--- src/rtl/sim_helper_pkg.sv ---
// Shared types and default constants for the simulation clock/time helper.
package sim_helper_pkg;

  typedef logic [63:0] sys_time_t;

  localparam int DEFAULT_DIV       = 4;
  localparam int DEFAULT_LOCK_CLKS = 8;
  localparam int CLK_PWM_FREQ      = 200000000;
  localparam int CLK_FREQ          = 50000000;

endpackage

--- src/rtl/sim_helper_clk_div.sv ---
// Divides the master clock by DIV into a registered 50% duty clock plus a
// strobe that is high in the cycle whose closing edge raises the divided clock.
module clk_div
  import sim_helper_pkg::*;
#(
  parameter int DIV = DEFAULT_DIV
) (
  input  logic clk_i,
  input  logic rst_i,
  output logic clk_out,
  output logic rise
);

  localparam int CW = (DIV > 2) ? $clog2(DIV) : 1;

  logic [CW-1:0] div_cnt_q, div_cnt_d;
  logic          clk_q, clk_d;
  logic          wrap;

  always_comb begin
    wrap      = (div_cnt_q == CW'(DIV - 1));
    div_cnt_d = wrap ? '0 : div_cnt_q + 1'b1;
    clk_d     = (div_cnt_d < CW'(DIV / 2));
  end

  // Reset parks the counter at DIV-1 so the first edge after release is a rise.
  always_ff @(posedge clk_i or posedge rst_i) begin
    if (rst_i) begin
      div_cnt_q <= CW'(DIV - 1);
      clk_q     <= 1'b0;
    end else begin
      div_cnt_q <= div_cnt_d;
      clk_q     <= clk_d;
    end
  end

  assign clk_out = clk_q;
  assign rise    = wrap;

endmodule

--- src/rtl/sim_helper.sv ---
// Derived logic clock, sticky lock indication and a 64-bit system time counter,
// all registered in the CLK_PWM domain.
module sim_helper
  import sim_helper_pkg::*;
#(
  parameter int        DIV           = DEFAULT_DIV,
  parameter int        LOCK_CLKS     = DEFAULT_LOCK_CLKS,
  parameter sys_time_t SYS_TIME_STEP = 64'd1,
  parameter sys_time_t SYS_TIME_INIT = 64'd0
) (
  input  logic      CLK_PWM,
  input  logic      RST,
  output logic      CLK,
  output logic      LOCKED,
  output sys_time_t SYS_TIME
);

  localparam int LW = $clog2(LOCK_CLKS + 1);

  logic          rise;
  logic [LW-1:0] lock_cnt_q, lock_cnt_d;
  logic          locked_q, locked_d;
  sys_time_t     sys_time_q, sys_time_d;

  clk_div #(.DIV(DIV)) u_clk_div (
    .clk_i  (CLK_PWM),
    .rst_i  (RST),
    .clk_out(CLK),
    .rise   (rise)
  );

  // The rise that sets LOCKED does not advance time; only later rises do.
  always_comb begin
    lock_cnt_d = lock_cnt_q;
    locked_d   = locked_q;
    sys_time_d = sys_time_q;
    if (rise) begin
      if (!locked_q) begin
        lock_cnt_d = lock_cnt_q + 1'b1;
        locked_d   = (lock_cnt_q == LW'(LOCK_CLKS - 1));
      end else begin
        sys_time_d = sys_time_q + SYS_TIME_STEP;
      end
    end
  end

  always_ff @(posedge CLK_PWM or posedge RST) begin
    if (RST) begin
      lock_cnt_q <= '0;
      locked_q   <= 1'b0;
      sys_time_q <= SYS_TIME_INIT;
    end else begin
      lock_cnt_q <= lock_cnt_d;
      locked_q   <= locked_d;
      sys_time_q <= sys_time_d;
    end
  end

  assign LOCKED   = locked_q;
  assign SYS_TIME = sys_time_q;

endmodule

--- config.mk ---
export PLATFORM = sky130hd
export DESIGN_NAME = sim_helper
export DESIGN_NICKNAME = d
export VERILOG_FILES = /design/src/rtl/sim_helper_pkg.sv /design/src/rtl/sim_helper_clk_div.sv /design/src/rtl/sim_helper.sv
export SDC_FILE = /design/constraint.sdc
export NUM_CORES = 1
export LEC_CHECK = 0
export BUFFER_PORTS_ARGS = -buffer_cell sky130_fd_sc_hd__buf_4
export CORE_UTILIZATION = 25
export DETAILED_ROUTE_END_ITERATION = 10
export PLACE_DENSITY = 0.53
export RECOVER_POWER = 100
export SLEW_MARGIN = 10
export SYNTH_ARGS = -nofsm -noshare
export SYNTH_HDL_FRONTEND = slang
export SYNTH_SLANG_ARGS = --single-unit
--- constraint.sdc ---
create_clock -name CLK_PWM -period 3.1 [get_ports CLK_PWM]
set_clock_uncertainty 0.05 [all_clocks]
set_input_delay 0.62 -clock CLK_PWM [delete_from_list [all_inputs] [get_ports CLK_PWM]]
set_output_delay 0.62 -clock CLK_PWM [all_outputs]
set_load 0.005 [all_outputs]
Word-level counts from Yosys, hierarchy flattened
Index checks and enable logic that the tools add are counted.
Widths: inputs -> output; s select.
{"block": "op_classes", "n_addsub": 3, "n_lt_le_gt_ge": 1, "eq_ne": 2, "mux": 2, "n_bitwise": 1, "n_reduce_logical": 2}
{"operator": "$add 64x1->64 const B", "n": 1}
{"operator": "$add 4x1->4 const B", "n": 1}
{"operator": "$eq 4x3->1 const B", "n": 1}
{"operator": "$reduce_and 2->1", "n": 2}
{"operator": "$add 2x1->2 const B", "n": 1}
{"operator": "$eq 2x2->1 const B", "n": 1}
{"operator": "$lt 2x2->1 const B", "n": 1}
{"operator": "$mux 2", "n": 1}
{"operator": "$mux 1", "n": 1}
{"operator": "$not 1->1", "n": 1}
{"block": "word_totals", "register_bits": 72, "input_bits": 2, "output_inout_bits": 66, "word_cells": 16}

Depth between registers and ports, before layout
Gate-level depths: netlist of run 1.
{"block": "depth", "word_depth": 3, "depth_mapped": 7, "ltp_nobuf": 6}

By module
A second synthesis of run 1 with hierarchy kept.
{"block": "hier_totals", "cells_unflattened": 300, "hier_area_um2": 3375.7}
{"module": "sim_helper", "instances": 1, "cells_per_inst": 293, "area_per_inst_um2": 3274.4, "seq_area_each_um2": 1726.7}
{"module": "clk_div", "instances": 1, "cells_per_inst": 7, "area_per_inst_um2": 101.3, "seq_area_each_um2": 77.6}

Worst setup path before layout of run 1
No wires, ideal clock.
{"block": "synth_path", "path_kind": "register to register", "from": "register u_clk_div.div_cnt_q[0]", "to": "register sys_time_q[22] (netlist: SYS_TIME[22])", "setup_time_ps": 79, "t_arrival_ps": 2053, "required_time_ps": 2971, "slack_ps": 918, "stages_incl_launch_ff": 8, "path_buffers": 1, "synth_period_minus_slack_ps": 2182, "cell_sequence": "dfstp_2 ha_1 and4_1 clkbuf_1 nand4_1 or3_1 nor2_1 xor2_1"}
{"block": "synth_via", "elab_chain_cells": 2}
{"item": "start: declaration", "line_no": "sim_helper_clk_div.sv:16", "source": "logic [CW-1:0] div_cnt_q, div_cnt_d;"}
{"item": "start signal: assignment", "line_no": "sim_helper_clk_div.sv:29", "source": "div_cnt_q <= CW'(DIV - 1);"}
{"item": "start signal: assignment", "line_no": "sim_helper_clk_div.sv:32", "source": "div_cnt_q <= div_cnt_d;"}
{"item": "$eq 2x2->1", "line_no": "sim_helper_clk_div.sv:21", "source": "wrap = (div_cnt_q == CW'(DIV - 1));"}
{"item": "$reduce_and 2->1 (no source line)"}
{"item": "end signal: assignment", "line_no": "sim_helper.sv:55", "source": "sys_time_q <= sys_time_d;"}
{"item": "end: declaration", "line_no": "sim_helper.sv:23", "source": "sys_time_t sys_time_q, sys_time_d;"}
No other way between the ends.
A chain may end at the register's enable or synchronous reset.

Worst setup path after layout of run 1
{"block": "layout_path", "from": "register u_clk_div.div_cnt_q[0]", "to": "register sys_time_q[59] (netlist: SYS_TIME[59])"}
Same word-level chain as after synthesis.

==> results.yml, run 1 <==
grt:
  track_usage_pct: 12.9
  grt_pass1_wl_um: 13900
  antenna_found_initial: 0
  overflow: 0
  grt_max_degree: 41
  grt_pass1_vias: 2570
placed_design:
  dp.final_hpwl_um: 5960
  pre_cts_slack_ps: 442
  place.gp.congestion: 0.741
  portBuffers: 67
synth:
  synth_top_cell_by_area: "dfrtp_1"
  synth_area_leaders: "dfrtp_1 (53%), xnor2_1 (9.2%), xor2_1 (8.2%)"
  synth_cells: 298
  syn_avg_cell_area_um2: 11.2
  synth-warning-count: 0
  synth.distinct_cells: 31
  syn-num-nets: 303
  synth-seq-cells: 72
  yosysSeqAreaShare_pct: 54.3
  syn-cell-area_mm2: 0.00332
  synth_top_area_share_pct: 52.7
critical_path:
  arrival_ps: 2800
  crit_top_cell: "nor4_1"
  slowest_stage: "dfstp_1"
  max_stage_delay_ps: 530
  critPathKind: "register to register"
  cp-end-kind: "register"
  critPathLaunchType: "register"
  worst_ep_required_time_ps: 3300
  path_max_fanout: 12
  path_cells: "ha_1 > nand2_1 > nor4_1 > nand4_2 > nor4_1 > xor2_1"
route:
  drc: 0
  drtAntennaViolNets: 0
  drt_iter0_drc: 110
  vias: 2512
  via_per_inst: 4.57
  wire_per_inst_um: 14.6
  drt-pass1-iter-count: 5
  routed_wl_um: 8020
timing:
  finalCriticalPeriod_ps: 2600
  worst_slew_pin_slew_ps: 1240
  fin_setup_tns_ps: 0
  hold_viol_final: 0
  setup_viol: 0
  maxSlewHeadroom_pct: 17.1
  rsz0062_at_grt: "false"
  slew_violations: 0
  fin_crit_sh_pct: 83.8
  worst_slack_ps: 503
  max_freq_mhz: 385
flow_run:
  maxCapViolCount: 0
cells_and_area:
  areaGrowthSynthToFinish_pct: 30.3
  drive_above_1_share_pct: 20.4
  num_antenna_cells: 0
  nFillCells: 1321
  nNetsFinal: 378
clock_tree:
  insertion_delay_ps: 330
  postCtsSetupBuffers: 0
  cts_hold_buf: 0
  cts_sinks: 72
  root_buffer: "clkbuf_16"
  clk_path_buf_depth: 2
  cts_resized: 0
  cts_buffers: 9
  cts_tree: "built"
  htree_levels: 3
  clk_pin_slew_ps: 60
power_and_ir_drop:
  leakage_nw: 2.03
  clockPowerShare_pct: 58.9
  pwr-share-comb_pct: 0.8
  vdd_drop_max_mv: 0.258
  p_per_area_mw_per_mm2: 540
  swShare_pct: 17.2
  power_frac_seq_pct: 40.2
  intPower_w: 0.00193
  switchingPower_w: 0.000402
run_status:
  status: "complete, no violations"
die:
  core-area_mm2: 0.0128
  ios: 68
  rows: 41
  initial_utilization_pct: 26.0
  die_y_um: 117
  dieArea_mm2: 0.0138
  die_w_um: 117
hold_path:
  hp-class: "register to register"
==> area by class of cell <==
| type | count | area (um^2) | area share (%) |
|---|---|---|---|
| Clock inverter | 5 | 150 | 3.47 |
| Sequential cell | 72 | 1800 | 41.7 |
| Clock buffer | 11 | 253 | 5.84 |
| Tap cell | 172 | 215 | 4.97 |
| Inverter | 8 | 30.0 | 0.693 |
| Timing Repair Buffer | 68 | 455 | 10.5 |
| Multi-Input combinational cell | 214 | 1420 | 32.9 |
==> routing by layer <==
metal  global-route usage, %  vias up  share of wire (%)
met5                       0        -                  0
met1                    17.4     1237                 48
met4                    4.22        0               0.99
met2                    19.5       66                 46
met3                    4.18        7                4.6
li1                        -     1202                  -
==> through the flow <==
stage	hold slack [ps]	cell area [um^2]	instances	util, %	total power (W)
6_report	427	4330	550	33.9	0.00234
2_1_floorplan	396	3320	298	-	0.000971
5_1_grt	465	4330	550	33.9	0.00241
4_1_cts	406	4440	550	34.8	0.00237
3_5_place_dp	431	4040	534	31.6	0.000981
3_3_place_gp	411	4040	534	31.6	0.000981
==> registers in the layout, summed over array words and instances, names as in the netlist <==
register	flops
SYS_TIME	64
u_clk_div.div_cnt_q	2
LOCKED	1
lock_cnt_q	4
u_clk_div.clk_out	1
==> cell usage in the layout, fill, tap and decap left out, types with 2 or more instances in the layout <==
cell type,synthesis,final
mux2_2,2,2
and3_1,7,7
inv_1,8,8
bufinv_16,0,5
nand4_2,2,2
clkbuf_1,2,14
nor4_1,8,12
nand2_1,24,24
clkbuf_4,0,53
nand3_1,27,27
ha_1,3,3
and4_1,5,5
clkbuf_16,0,9
nor3_1,14,16
xnor2_1,35,35
nand2b_1,3,3
nand4_1,17,17
xor2_1,31,31
clkbuf_8,0,2
or3_1,2,2
dfrtp_1,70,70
and2_1,2,2
nor2_1,19,19
==> logic make-up after synthesis <==
logic type      synth area share (%)
simple gates                    24.6
flops                           54.3
xor+xnor                        17.4
buf+inv                         1.62
fa+ha+maj                       1.13
mux                            0.677
compound gates                 0.301
==> synth_stat cells (all sizes together) <==
cell type and number:
a41o 1, dfstp 2, or3 2, and3 7, nor3b 1, xnor2 35
buf 2, nand2 24, or4 2, nand4 19, xor2 31, clkbuf 2
ha 3, inv 8, nor3 16, and4 5, nand3 27, or2 1
nor4 13, nand2b 3, mux2 2, dfrtp 70, nor2b 1, and2 2
nor2 19
==> critical path: cells and delay by family (launching register included) <==
kind,cells,cell delay (ps)
XOR/XNOR,1,190
adder cells (fa/ha/maj),1,280
flip-flops,1,530
AND/OR/NAND/NOR,4,1470
==> worst paths after layout <==
path | from | endpoint | slack (ps) | depth (start not counted)
worst max-delay path | u_clk_div.div_cnt_q[0] | SYS_TIME[59] | 500 | 6
worst min register to register | SYS_TIME[63] | SYS_TIME[63] | 430 | 1
worst max register to register | u_clk_div.div_cnt_q[0] | SYS_TIME[59] | 500 | 6
worst min-delay path | SYS_TIME[63] | SYS_TIME[63] | 430 | 1
max in group asynchronous | RST | SYS_TIME[10] | 810 | 3
min in group asynchronous | RST | SYS_TIME[44] | 590 | 2
==> power by group through the flow <==
stage,sequential (W),combinational [W],clock [W]
floorplan,0.000957,0.0000137,0
global placement,0.000957,0.0000242,0
detailed placement,0.000957,0.0000241,0
CTS,0.000940,0.0000242,0.00141
global route,0.000940,0.0000238,0.00145
finish,0.000940,0.0000191,0.00138
Power figures use the tool's default switching activity.
==> run 2: changes to the inputs <==
--- a/config.mk
+++ b/config.mk
@@ -8,7 +8,7 @@
 export BUFFER_PORTS_ARGS = -buffer_cell sky130_fd_sc_hd__buf_4
 export CORE_UTILIZATION = 25
 export DETAILED_ROUTE_END_ITERATION = 10
-export PLACE_DENSITY = 0.53
+export PLACE_DENSITY = 0.54
 export RECOVER_POWER = 100
 export SLEW_MARGIN = 10
 export SYNTH_ARGS = -nofsm -noshare
==> constraint.sdc (replaced) <==
create_clock -name CLK_PWM -period 2.3 [get_ports CLK_PWM]
set_clock_uncertainty 0.05 [all_clocks]
set_input_delay 0.46 -clock CLK_PWM [delete_from_list [all_inputs] [get_ports CLK_PWM]]
set_output_delay 0.46 -clock CLK_PWM [all_outputs]
set_load 0.005 [all_outputs]
==> results.yml, run 2 (synthesized netlist as in run 1, its figures left out) <==
run_status:
  status: "complete, no violations"
grt:
  track_usage_pct: 13.1
  antenna_found_initial: 0
  grt_max_degree: 38
  overflow: 0
  grt_pass1_wl_um: 14200
  grt_pass1_vias: 2692
critical_path:
  path_max_fanout: 6
  critPathLaunchType: "register"
  arrival_ps: 2360
  worst_ep_required_time_ps: 2510
  cp-end-kind: "register"
  critPathKind: "register to register"
cells_and_area:
  drive_above_1_share_pct: 24.1
  final_util_pct: 34.8
  areaGrowthSynthToFinish_pct: 33.5
  num_antenna_cells: 0
  mostFrequentLayoutCell: "dfrtp_1"
  nFillCells: 1309
  stdcell_count: 574
  final_cell_mix: "dfrtp_1 (70), clkbuf_4 (49), xnor2_1 (35)"
  largest_reg_flops: 64
  nNetsFinal: 402
hold_path:
  hp-class: "input pin to async pin"
placed_design:
  place.gp.congestion: 0.758
  place_inst: 557
  dp.final_hpwl_um: 6280
  pre_cts_slack_ps: 56.9
  portBuffers: 67
timing:
  worst_slack_ps: 143
  hold_viol_final: 0
  setup_viol: 0
  fin_crit_sh_pct: 93.8
  maxSlewHeadroom_pct: 24.2
  worst_slew_pin_slew_ps: 1130
  finalCriticalPeriod_ps: 2160
  finalHoldWorstSlack_ps: 304
  slew_violations: 0
  max_freq_mhz: 464
die:
  initial_utilization_pct: 26.0
  rows: 41
  dieArea_mm2: 0.0138
  die_w_um: 117
  ios: 68
  core-area_mm2: 0.0128
  die_y_um: 117
route:
  drc: 0
  drtAntennaViolNets: 0
  met1Wirelength_um: 3950
  dr.max_layer_used: "met4"
  route.met2.wl_um: 3760
  via_per_inst: 4.56
  vias: 2616
  drt_iter0_drc: 138
  wl_met3_um: 394
  drt-pass1-iter-count: 4
  wire_per_inst_um: 14.3
  routed_wl_um: 8220
clock_tree:
  clk_path_buf_depth: 2
  cts_tree: "built"
  root_buffer: "clkbuf_16"
  clk_pin_slew_ps: 60
  htree_levels: 3
  cts_buffers: 9
  insertion_delay_ps: 330
  cts_hold_buf: 0
  cts_sinks: 72
power_and_ir_drop:
  leakage_nw: 2.07
  vdd_drop_max_mv: 0.328
  p_per_area_mw_per_mm2: 624
flow_run:
  maxCapViolCount: 0
[run 2: cell count changes in the layout (fill, tap and decap cells not counted), moves of 3 or more]
cell,change
nor4_1,-5
clkbuf_1,+15
nor4_2,+4
nor3_1,-3
buf_4,+16
bufinv_16,-3
nor3_2,+3
clkbuf_4,-4
[run 2: timing repair]
action                                  in CTS  in global routing
setup buffers                                0                  1
endpoints found under the setup margin       0                 15
gates resized for setup                      0                  3
[run 2: worst max-delay path: stages, from the launching register on]
cell	delay, ps
dfstp_2	530
ha_1	180
and4_1	240
nand4_1	330
or3_4	490
nor2_1	120
xor2_1	150
[run 2: layout make-up]
type                            count  area (um^2)  area share [%]
Multi-Input combinational cell    214         1480            33.4
Timing Repair Buffer               92          591            13.3
Tap cell                          172          215            4.85
Inverter                            8         31.3           0.705
Clock inverter                      3         65.1            1.47
Sequential cell                    72         1800            40.6
Clock buffer                       13          250            5.64
[run 2: power breakdown]
| part | internal, W | total (W) | switching, W |
|---|---|---|---|
| clock network | 0.000978 | 0.00148 | 0.000497 |
| registers | 0.00127 | 0.00127 | 0 |
| logic | 0.00000210 | 0.0000273 | 0.0000252 |
| total | 0.00225 | 0.00277 | 0.000522 |
[run 2: metrics by stage]
step	setup TNS, ps	instance area (um^2)	power [W]
final	0	4440	0.00277
after global routing	-24.4	4440	0.00287
after global placement	0	4220	0.00132
after CTS	0	4530	0.00282
after floorplan	0	3330	0.00131
after detailed placement	0	4220	0.00133
[run 2: per-layer routing]
| layer | up-vias | global-route usage, % |
|---|---|---|
| li1 | 1247 | - |
| met1 | 1297 | 17.2 |
| met3 | 10 | 4.28 |
| met4 | 0 | 4.38 |
| met5 | - | 0 |
| met2 | 62 | 20.2 |
[run 2: final timing paths]
kind / from / endpoint / slack, ps / depth (start not counted)
min in group CLK_PWM: SYS_TIME[63] / SYS_TIME[63] / 420 / 1
min reg2reg: SYS_TIME[63] / SYS_TIME[63] / 420 / 1
min: RST / SYS_TIME[6] / 300 / 2
max in group asynchronous: RST / SYS_TIME[49] / 470 / 3
max: u_clk_div.div_cnt_q[0] / SYS_TIME[22] / 140 / 6
max reg2reg: u_clk_div.div_cnt_q[0] / SYS_TIME[22] / 140 / 6
